`src/rtl/pc_sequencer_pkg.sv`:
```
// Shared definitions for the MIPS fetch-stage next-PC controller:
// reset/exception defaults, FSM encodings, redirect sources and target helpers.
package pc_sequencer_pkg;

    localparam logic [31:0] DEF_RESET_PC   = 32'hBFC0_0000;
    localparam logic [31:0] DEF_EXC_VECTOR = 32'h8000_0180;

    localparam logic [1:0] ST_BOOT  = 2'b00;
    localparam logic [1:0] ST_FETCH = 2'b01;
    localparam logic [1:0] ST_STALL = 2'b10;

    typedef enum logic [2:0] {
        SRC_SEQ    = 3'd0,
        SRC_BRANCH = 3'd1,
        SRC_JUMP   = 3'd2,
        SRC_JR     = 3'd3,
        SRC_EXC    = 3'd4
    } redirect_src_e;

    function automatic logic [31:0] branch_target(input logic [31:0] pc4,
                                                  input logic [15:0] offset);
        return pc4 + {{14{offset[15]}}, offset, 2'b00};
    endfunction

    function automatic logic [31:0] jump_target(input logic [31:0] pc4,
                                                input logic [25:0] index);
        return {pc4[31:28], index, 2'b00};
    endfunction

endpackage

```
`src/rtl/pc_sequencer_next_pc_calc.sv`:
```
// Combinational next-PC selection: sequential, branch, jump, jr and exception
// sources resolved by fixed priority, with jr alignment check.
module next_pc_calc
    import pc_sequencer_pkg::*;
#(
    parameter logic [31:0] EXC_VECTOR = DEF_EXC_VECTOR
) (
    input  logic [31:0] i_pc,
    input  logic        i_take_branch,
    input  logic [15:0] i_branch_offset,
    input  logic        i_take_jump,
    input  logic [25:0] i_jump_index,
    input  logic        i_take_jr,
    input  logic [31:0] i_jr_target,
    input  logic        i_exception,
    output logic [31:0] o_target,
    output logic        o_is_redirect,
    output logic        o_is_exc,
    output logic        o_misaligned
);

    logic [31:0]   w_pc4;
    logic          w_jr_unaligned;
    redirect_src_e w_src;

    assign w_pc4          = i_pc + 32'd4;
    assign w_jr_unaligned = |i_jr_target[1:0];

    always_comb begin
        w_src = SRC_SEQ;
        if (i_exception)        w_src = SRC_EXC;
        else if (i_take_jr)     w_src = SRC_JR;
        else if (i_take_jump)   w_src = SRC_JUMP;
        else if (i_take_branch) w_src = SRC_BRANCH;
    end

    always_comb begin
        o_target = w_pc4;
        case (w_src)
            SRC_EXC:    o_target = EXC_VECTOR;
            SRC_JR:     o_target = w_jr_unaligned ? EXC_VECTOR : i_jr_target;
            SRC_JUMP:   o_target = jump_target(w_pc4, i_jump_index);
            SRC_BRANCH: o_target = branch_target(w_pc4, i_branch_offset);
            default:    o_target = w_pc4;
        endcase
    end

    assign o_is_redirect = (w_src != SRC_SEQ);
    assign o_misaligned  = (w_src == SRC_JR) && w_jr_unaligned;
    assign o_is_exc      = (w_src == SRC_EXC) || o_misaligned;

endmodule

```
`src/rtl/pc_sequencer.sv`:
```
// Fetch-stage PC owner: boot/fetch/stall FSM, PC register, one-entry
// redirect buffer and the redirect/misaligned pulses.
//
//   state    | meaning
//   ---------+-------------------------------------------------------
//   ST_BOOT  | one cycle after reset, no fetch request
//   ST_FETCH | fetch_valid high unless stall is asserted this cycle
//   ST_STALL | pipeline frozen, fetch withdrawn; leave when stall drops
module pc_sequencer
    import pc_sequencer_pkg::*;
#(
    parameter logic [31:0] RESET_PC   = DEF_RESET_PC,
    parameter logic [31:0] EXC_VECTOR = DEF_EXC_VECTOR
) (
    input  logic        clk,
    input  logic        reset,
    input  logic        stall,
    input  logic        imem_ready,
    output logic        fetch_valid,
    output logic [31:0] pc,
    input  logic        take_branch,
    input  logic [15:0] branch_offset,
    input  logic        take_jump,
    input  logic [25:0] jump_index,
    input  logic        take_jr,
    input  logic [31:0] jr_target,
    input  logic        exception,
    output logic        redirect,
    output logic        misaligned
);

    logic [1:0]  r_state;
    logic [31:0] r_pc;
    logic        r_pending_valid;
    logic [31:0] r_pending_target;
    logic        r_pending_is_exc;
    logic        r_redirect;
    logic        r_misaligned;

    logic [1:0]  w_state_nxt;
    logic [31:0] w_target;
    logic        w_is_redirect;
    logic        w_is_exc;
    logic        w_misaligned;
    logic        w_advance;
    logic        w_exc_now;

    next_pc_calc #(
        .EXC_VECTOR(EXC_VECTOR)
    ) u_next_pc_calc (
        .i_pc            (r_pc),
        .i_take_branch   (take_branch),
        .i_branch_offset (branch_offset),
        .i_take_jump     (take_jump),
        .i_jump_index    (jump_index),
        .i_take_jr       (take_jr),
        .i_jr_target     (jr_target),
        .i_exception     (exception),
        .o_target        (w_target),
        .o_is_redirect   (w_is_redirect),
        .o_is_exc        (w_is_exc),
        .o_misaligned    (w_misaligned)
    );

    assign fetch_valid = (r_state == ST_FETCH) && !stall;
    assign w_advance   = fetch_valid && imem_ready && !stall;
    // Exceptions during BOOT are ignored entirely, including for buffering.
    assign w_exc_now   = exception && (r_state != ST_BOOT);

    always_comb begin
        w_state_nxt = r_state;
        case (r_state)
            ST_BOOT:  w_state_nxt = ST_FETCH;
            ST_FETCH: if (stall) w_state_nxt = ST_STALL;
            ST_STALL: if (!stall) w_state_nxt = ST_FETCH;
            default:  w_state_nxt = ST_BOOT;
        endcase
        if (w_exc_now) w_state_nxt = ST_FETCH;
    end

    always_ff @(posedge clk) begin
        if (reset) begin
            r_state          <= ST_BOOT;
            r_pc             <= RESET_PC;
            r_pending_valid  <= 1'b0;
            r_pending_target <= 32'd0;
            r_pending_is_exc <= 1'b0;
            r_redirect       <= 1'b0;
            r_misaligned     <= 1'b0;
        end else begin
            r_state      <= w_state_nxt;
            r_redirect   <= 1'b0;
            r_misaligned <= 1'b0;
            if (w_exc_now) begin
                r_pc             <= EXC_VECTOR;
                r_pending_valid  <= 1'b0;
                r_pending_is_exc <= 1'b0;
                r_redirect       <= 1'b1;
            end else if (w_advance) begin
                r_pending_valid  <= 1'b0;
                r_pending_is_exc <= 1'b0;
                if (w_is_redirect) begin
                    r_pc         <= w_target;
                    r_redirect   <= 1'b1;
                    r_misaligned <= w_misaligned;
                end else if (r_pending_valid) begin
                    r_pc         <= r_pending_target;
                    r_redirect   <= 1'b1;
                    r_misaligned <= r_pending_is_exc;
                end else begin
                    r_pc <= w_target;
                end
            end else if (w_is_redirect && !exception) begin
                // Only a misaligned jr reaches here as is_exc; it may displace an entry.
                if (w_is_exc || !r_pending_valid) begin
                    r_pending_valid  <= 1'b1;
                    r_pending_target <= w_target;
                    r_pending_is_exc <= w_is_exc;
                end
            end
        end
    end

    assign pc         = r_pc;
    assign redirect   = r_redirect;
    assign misaligned = r_misaligned;

endmodule

```
`config.mk`:
```
export PLATFORM = sky130hd
export DESIGN_NAME = pc_sequencer
export DESIGN_NICKNAME = d
export VERILOG_FILES = /design/src/rtl/pc_sequencer_pkg.sv /design/src/rtl/pc_sequencer_next_pc_calc.sv /design/src/rtl/pc_sequencer.sv
export SDC_FILE = /design/constraint.sdc
export NUM_CORES = 1
export LEC_CHECK = 0
export CORE_UTILIZATION = 52
export DETAILED_ROUTE_END_ITERATION = 10
export GPL_TIMING_DRIVEN = 0
export PLACE_DENSITY = 0.81
export SLEW_MARGIN = 20
export SYNTH_ARGS = -nofsm -noshare
export SYNTH_HDL_FRONTEND = slang
export SYNTH_SLANG_ARGS = --single-unit
```
`constraint.sdc`:
```
create_clock -name clk -period 6.7 [get_ports clk]
set_clock_uncertainty 0.15 [all_clocks]
set_input_delay 1.34 -clock clk [delete_from_list [all_inputs] [get_ports clk]]
set_output_delay 1.34 -clock clk [all_outputs]
set_load 0.05 [all_outputs]
```
==> impl_metrics.json, run 1 <==
{
  "gp_congestion": 1.07,
  "yosysMostFrequentCell": "nor2_1",
  "worstSetupPathType": "input pin to register",
  "post_cts_resized": 0,
  "clkPwrFrac_pct": 32.5,
  "design_power_total_w": 0.00129,
  "reg2regPathDepth": 16,
  "rows": 37,
  "fin_setup_tns_ns": 0,
  "first_iter_violations": 828,
  "ios": 117,
  "rsz0062_at_grt": "no",
  "fin_nets": 971,
  "synth_ff_type": "dfxtp_1",
  "synthesis.area_um2": 5530,
  "worstPathRequired_ns": 6.80,
  "synth_edf_count": 0,
  "path_buf_inv": 2,
  "cts_hold_buf": 0,
  "slowest_delay_ns": 0.88,
  "dieArea_um2": 11100,
  "first_pass_iters": 8,
  "clkSinkCount": 70,
  "synthAdderAreaFrac_pct": 9.19,
  "num-fill-cells": 894,
  "die_x_um": 105,
  "start_kind": "input pin",
  "cts.clk_slew.worst_paths_ns": 0.08,
  "routed_via_density": 6.66,
  "dp.cells": 974,
  "tightest_slew_ns": 0.940,
  "crit_family": "compound AO/OA/AOI/OAI gates",
  "initial_core_util_pct": 53.6,
  "wl_per_cell_um": 21.1,
  "cp_max_fo": 19,
  "post-route-drc-count": 0,
  "min_period_ns": 5.02,
  "maxCapViolations": 0,
  "hold_depth": 2,
  "finalSetupViolations": 0,
  "synth_warnings": 0,
  "finish.cell_count_without_fillers": 990,
  "synth_fp_nets": 844,
  "ys_top_cells_by_count": "nor2_1, nand2_1, dfxtp_1",
  "async_reset_ff_share_pct": 0,
  "synth_xor_area_share_pct": 9.03,
  "grt_max_degree": 20,
  "multi_input_area_um2": 3960,
  "cts_root_buf": "clkbuf_8",
  "first_global_vias": 6248,
  "ys_ff_latch": 70,
  "synth_top_cells_by_area": "dfxtp_1, ha_1, xnor2_1, a21oi_1, o21ai_0",
  "antenna_cells": 0,
  "crit_slowest_cell": "clkdlybuf4s50_1",
  "r2r_slack_ns": 1.85,
  "p_int_w": 0.000856,
  "drive_gt1_share_pct": 3.40,
  "area.sequential_um2": 1400,
  "power.leakage_nw": 2.78,
  "dp_hpwl_um": 15700,
  "cts_tree": "done",
  "synthSimpleGateAreaFrac_pct": 20.3,
  "overflow": 0,
  "synth.area.mux_share_pct": 2.19,
  "r2r_start": "pc[4]",
  "htree_levels": 3,
  "min_to": "r_pending_target[1]",
  "grt_first_pass_wirelength_um": 32400,
  "core_um2": 10300,
  "final_antenna_net_count": 0,
  "power.density_nw_per_um2": 182,
  "syn_avg_cell_area_um2": 7.66,
  "clkLatencyLatePin_ns": 0.36,
  "p_comb_share_pct": 31.4,
  "synth_top_family_by_area": "compound AO/OA/AOI/OAI gates",
  "track_usage_pct": 37.7,
  "wirelength_um": 20900,
  "synth_compound_area_share_pct": 30.8,
  "period_share_pct": 74.9,
  "p_switching_w": 0.000439,
  "synth_top_cell_by_area": "dfxtp_1",
  "relSlewSlack_pct": 37.4,
  "port_buffers": 115,
  "antenna_found_initial": 0,
  "post-route-util_pct": 68.8,
  "synth_top_area_share_pct": 25.3,
  "pwr-share-seq_pct": 36.2,
  "swShare_pct": 33.9,
  "drv_slew": 0,
  "timing.rr.end": "pc[30]",
  "crit_top_cell": "o21ai_0",
  "post_cts_buffers": 0,
  "yosysSeqAreaShare_pct": 25.3,
  "cts-buffers-inserted": 9,
  "syn_to_final_growth_pct": 28.4,
  "hold_path_startpoint": "r_pending_target[1]",
  "vias": 6593,
  "die_y_um": 105,
  "yosysUniqueCellTypes": 57,
  "critPathCaptureType": "register",
  "max_freq_mhz": 199,
  "final_hold_viol_count": 0,
  "syn_inst": 722,
  "crit_chain": "clkdlybuf4s50_1 > ha_1 > clkbuf_1 > nand2_1 > o21ai_0 > nor2_1 > o21ai_0 > nand2_1 > xnor2_1 > a222oi_1 > o21ai_0 > a22o_1",
  "peakVddDrop_v": 0.000122,
  "worstPathArrival_ns": 5.12,
  "hp-class": "register to register",
  "clockBufferDepth": 2,
  "status": "finished clean"
}
registers in the layout, indices dropped and copies added, names as in the netlist:
name and count:
r_pending_target 32, misaligned 1, pc 32, r_pending_valid 1
r_state 2, redirect 1, r_pending_is_exc 1
tightest hold or removal path, stage by stage (launching register included):
cell     delay [ns]
dfxtp_1        0.32
nand2_1        0.06
a21oi_1        0.05
metrics by stage:
step / area [um2] / setup WS [ns] / hold slack [ns]
after detailed placement: 6860 / 1.49 / 0.300
after floorplan: 5530 / 2.61 / 0.282
final: 7100 / 1.68 / 0.323
after CTS: 7100 / 1.82 / 0.319
after global routing: 7100 / 1.46 / 0.344
after global placement: 6850 / 1.51 / 0.288
area by class of cell:
class	count	area share, %
Clock buffer	10	1.80
Sequential cell	70	19.7
Multi-Input combinational cell	606	55.8
Clock inverter	6	1.55
Timing Repair Buffer	116	16.3
Tap cell	136	2.40
Buffer	37	1.96
Inverter	9	0.476
power by group through the flow:
stage / clock (W) / combinational [W] / sequential (W)
2_1_floorplan: 0 / 0.000221 / 0.000502
3_3_place_gp: 0 / 0.000387 / 0.000475
3_5_place_dp: 0 / 0.000395 / 0.000476
4_1_cts: 0.000416 / 0.000397 / 0.000467
5_1_grt: 0.000437 / 0.000434 / 0.000471
6_report: 0.000420 / 0.000406 / 0.000468
cell usage in the layout (no fill, tap or decap), types with 4 or more instances in the layout:
cell             count
nand2b_1             6
o211ai_1             7
dfxtp_1             70
nor3_1              21
a22o_1               4
a21oi_1             63
nor2b_1              6
a222oi_1            19
xor2_1              15
and3_1              10
o21bai_1             5
clkdlybuf4s50_1    115
clkbuf_1            37
clkbuf_8             9
xnor2_1             42
o21a_1               7
ha_1                39
a22oi_1              6
a31oi_1              6
a211oi_1            24
a21o_1              14
nor2_1              79
nand3_1             20
nand4_1              8
o21ai_0             61
nor3b_1              4
mux2i_1             11
o31ai_1              5
inv_1                9
nand2_1             72
and2_1               6
or3_1                4
logic make-up after synthesis:
group / count (synthesis)
compound gates: 252
xor+xnor: 57
fa+ha+maj: 40
buf+inv: 46
flops: 70
mux: 12
simple gates: 245
worst max path at each step:
stage	startpoint	cells after the start	slack [ns]	end
4_1_cts	branch_offset[15]	12	1.82	pc[21]
3_3_place_gp	branch_offset[15]	12	1.51	pc[21]
2_1_floorplan	stall	7	2.61	pc[31]
3_5_place_dp	branch_offset[15]	12	1.49	pc[21]
6_report	branch_offset[15]	12	1.68	pc[21]
5_1_grt	branch_offset[15]	12	1.46	pc[21]
per-layer routing:
metal	global-route usage (%)	part of all wire, %
met4	20.2	5.0
met5	0	0
met1	48.3	39
met2	61.2	45
met3	5.49	11
No activity file was read; power rests on OpenSTA's default activity.
==> run 2, diff against run 1 <==
- clock period: 6.7 -> 5.3 ns (I/O delays scaled with it)
==> results of run 2 <==
The final DEF is identical to that of run 1. Status: finished clean.
Main changes from that run: setup slack after placement 1.49 ns -> 0.372 ns; setup slack after layout 1.68 ns -> 0.454 ns; start point of the critical path branch_offset[15] -> pc[4]; end point of the critical path pc[21] -> pc[30]; register-to-register setup slack 1.85 ns -> 0.45 ns; total power 0.00129 W -> 0.00164 W; worst IR drop on VDD 0.000122 V -> 0.000155 V
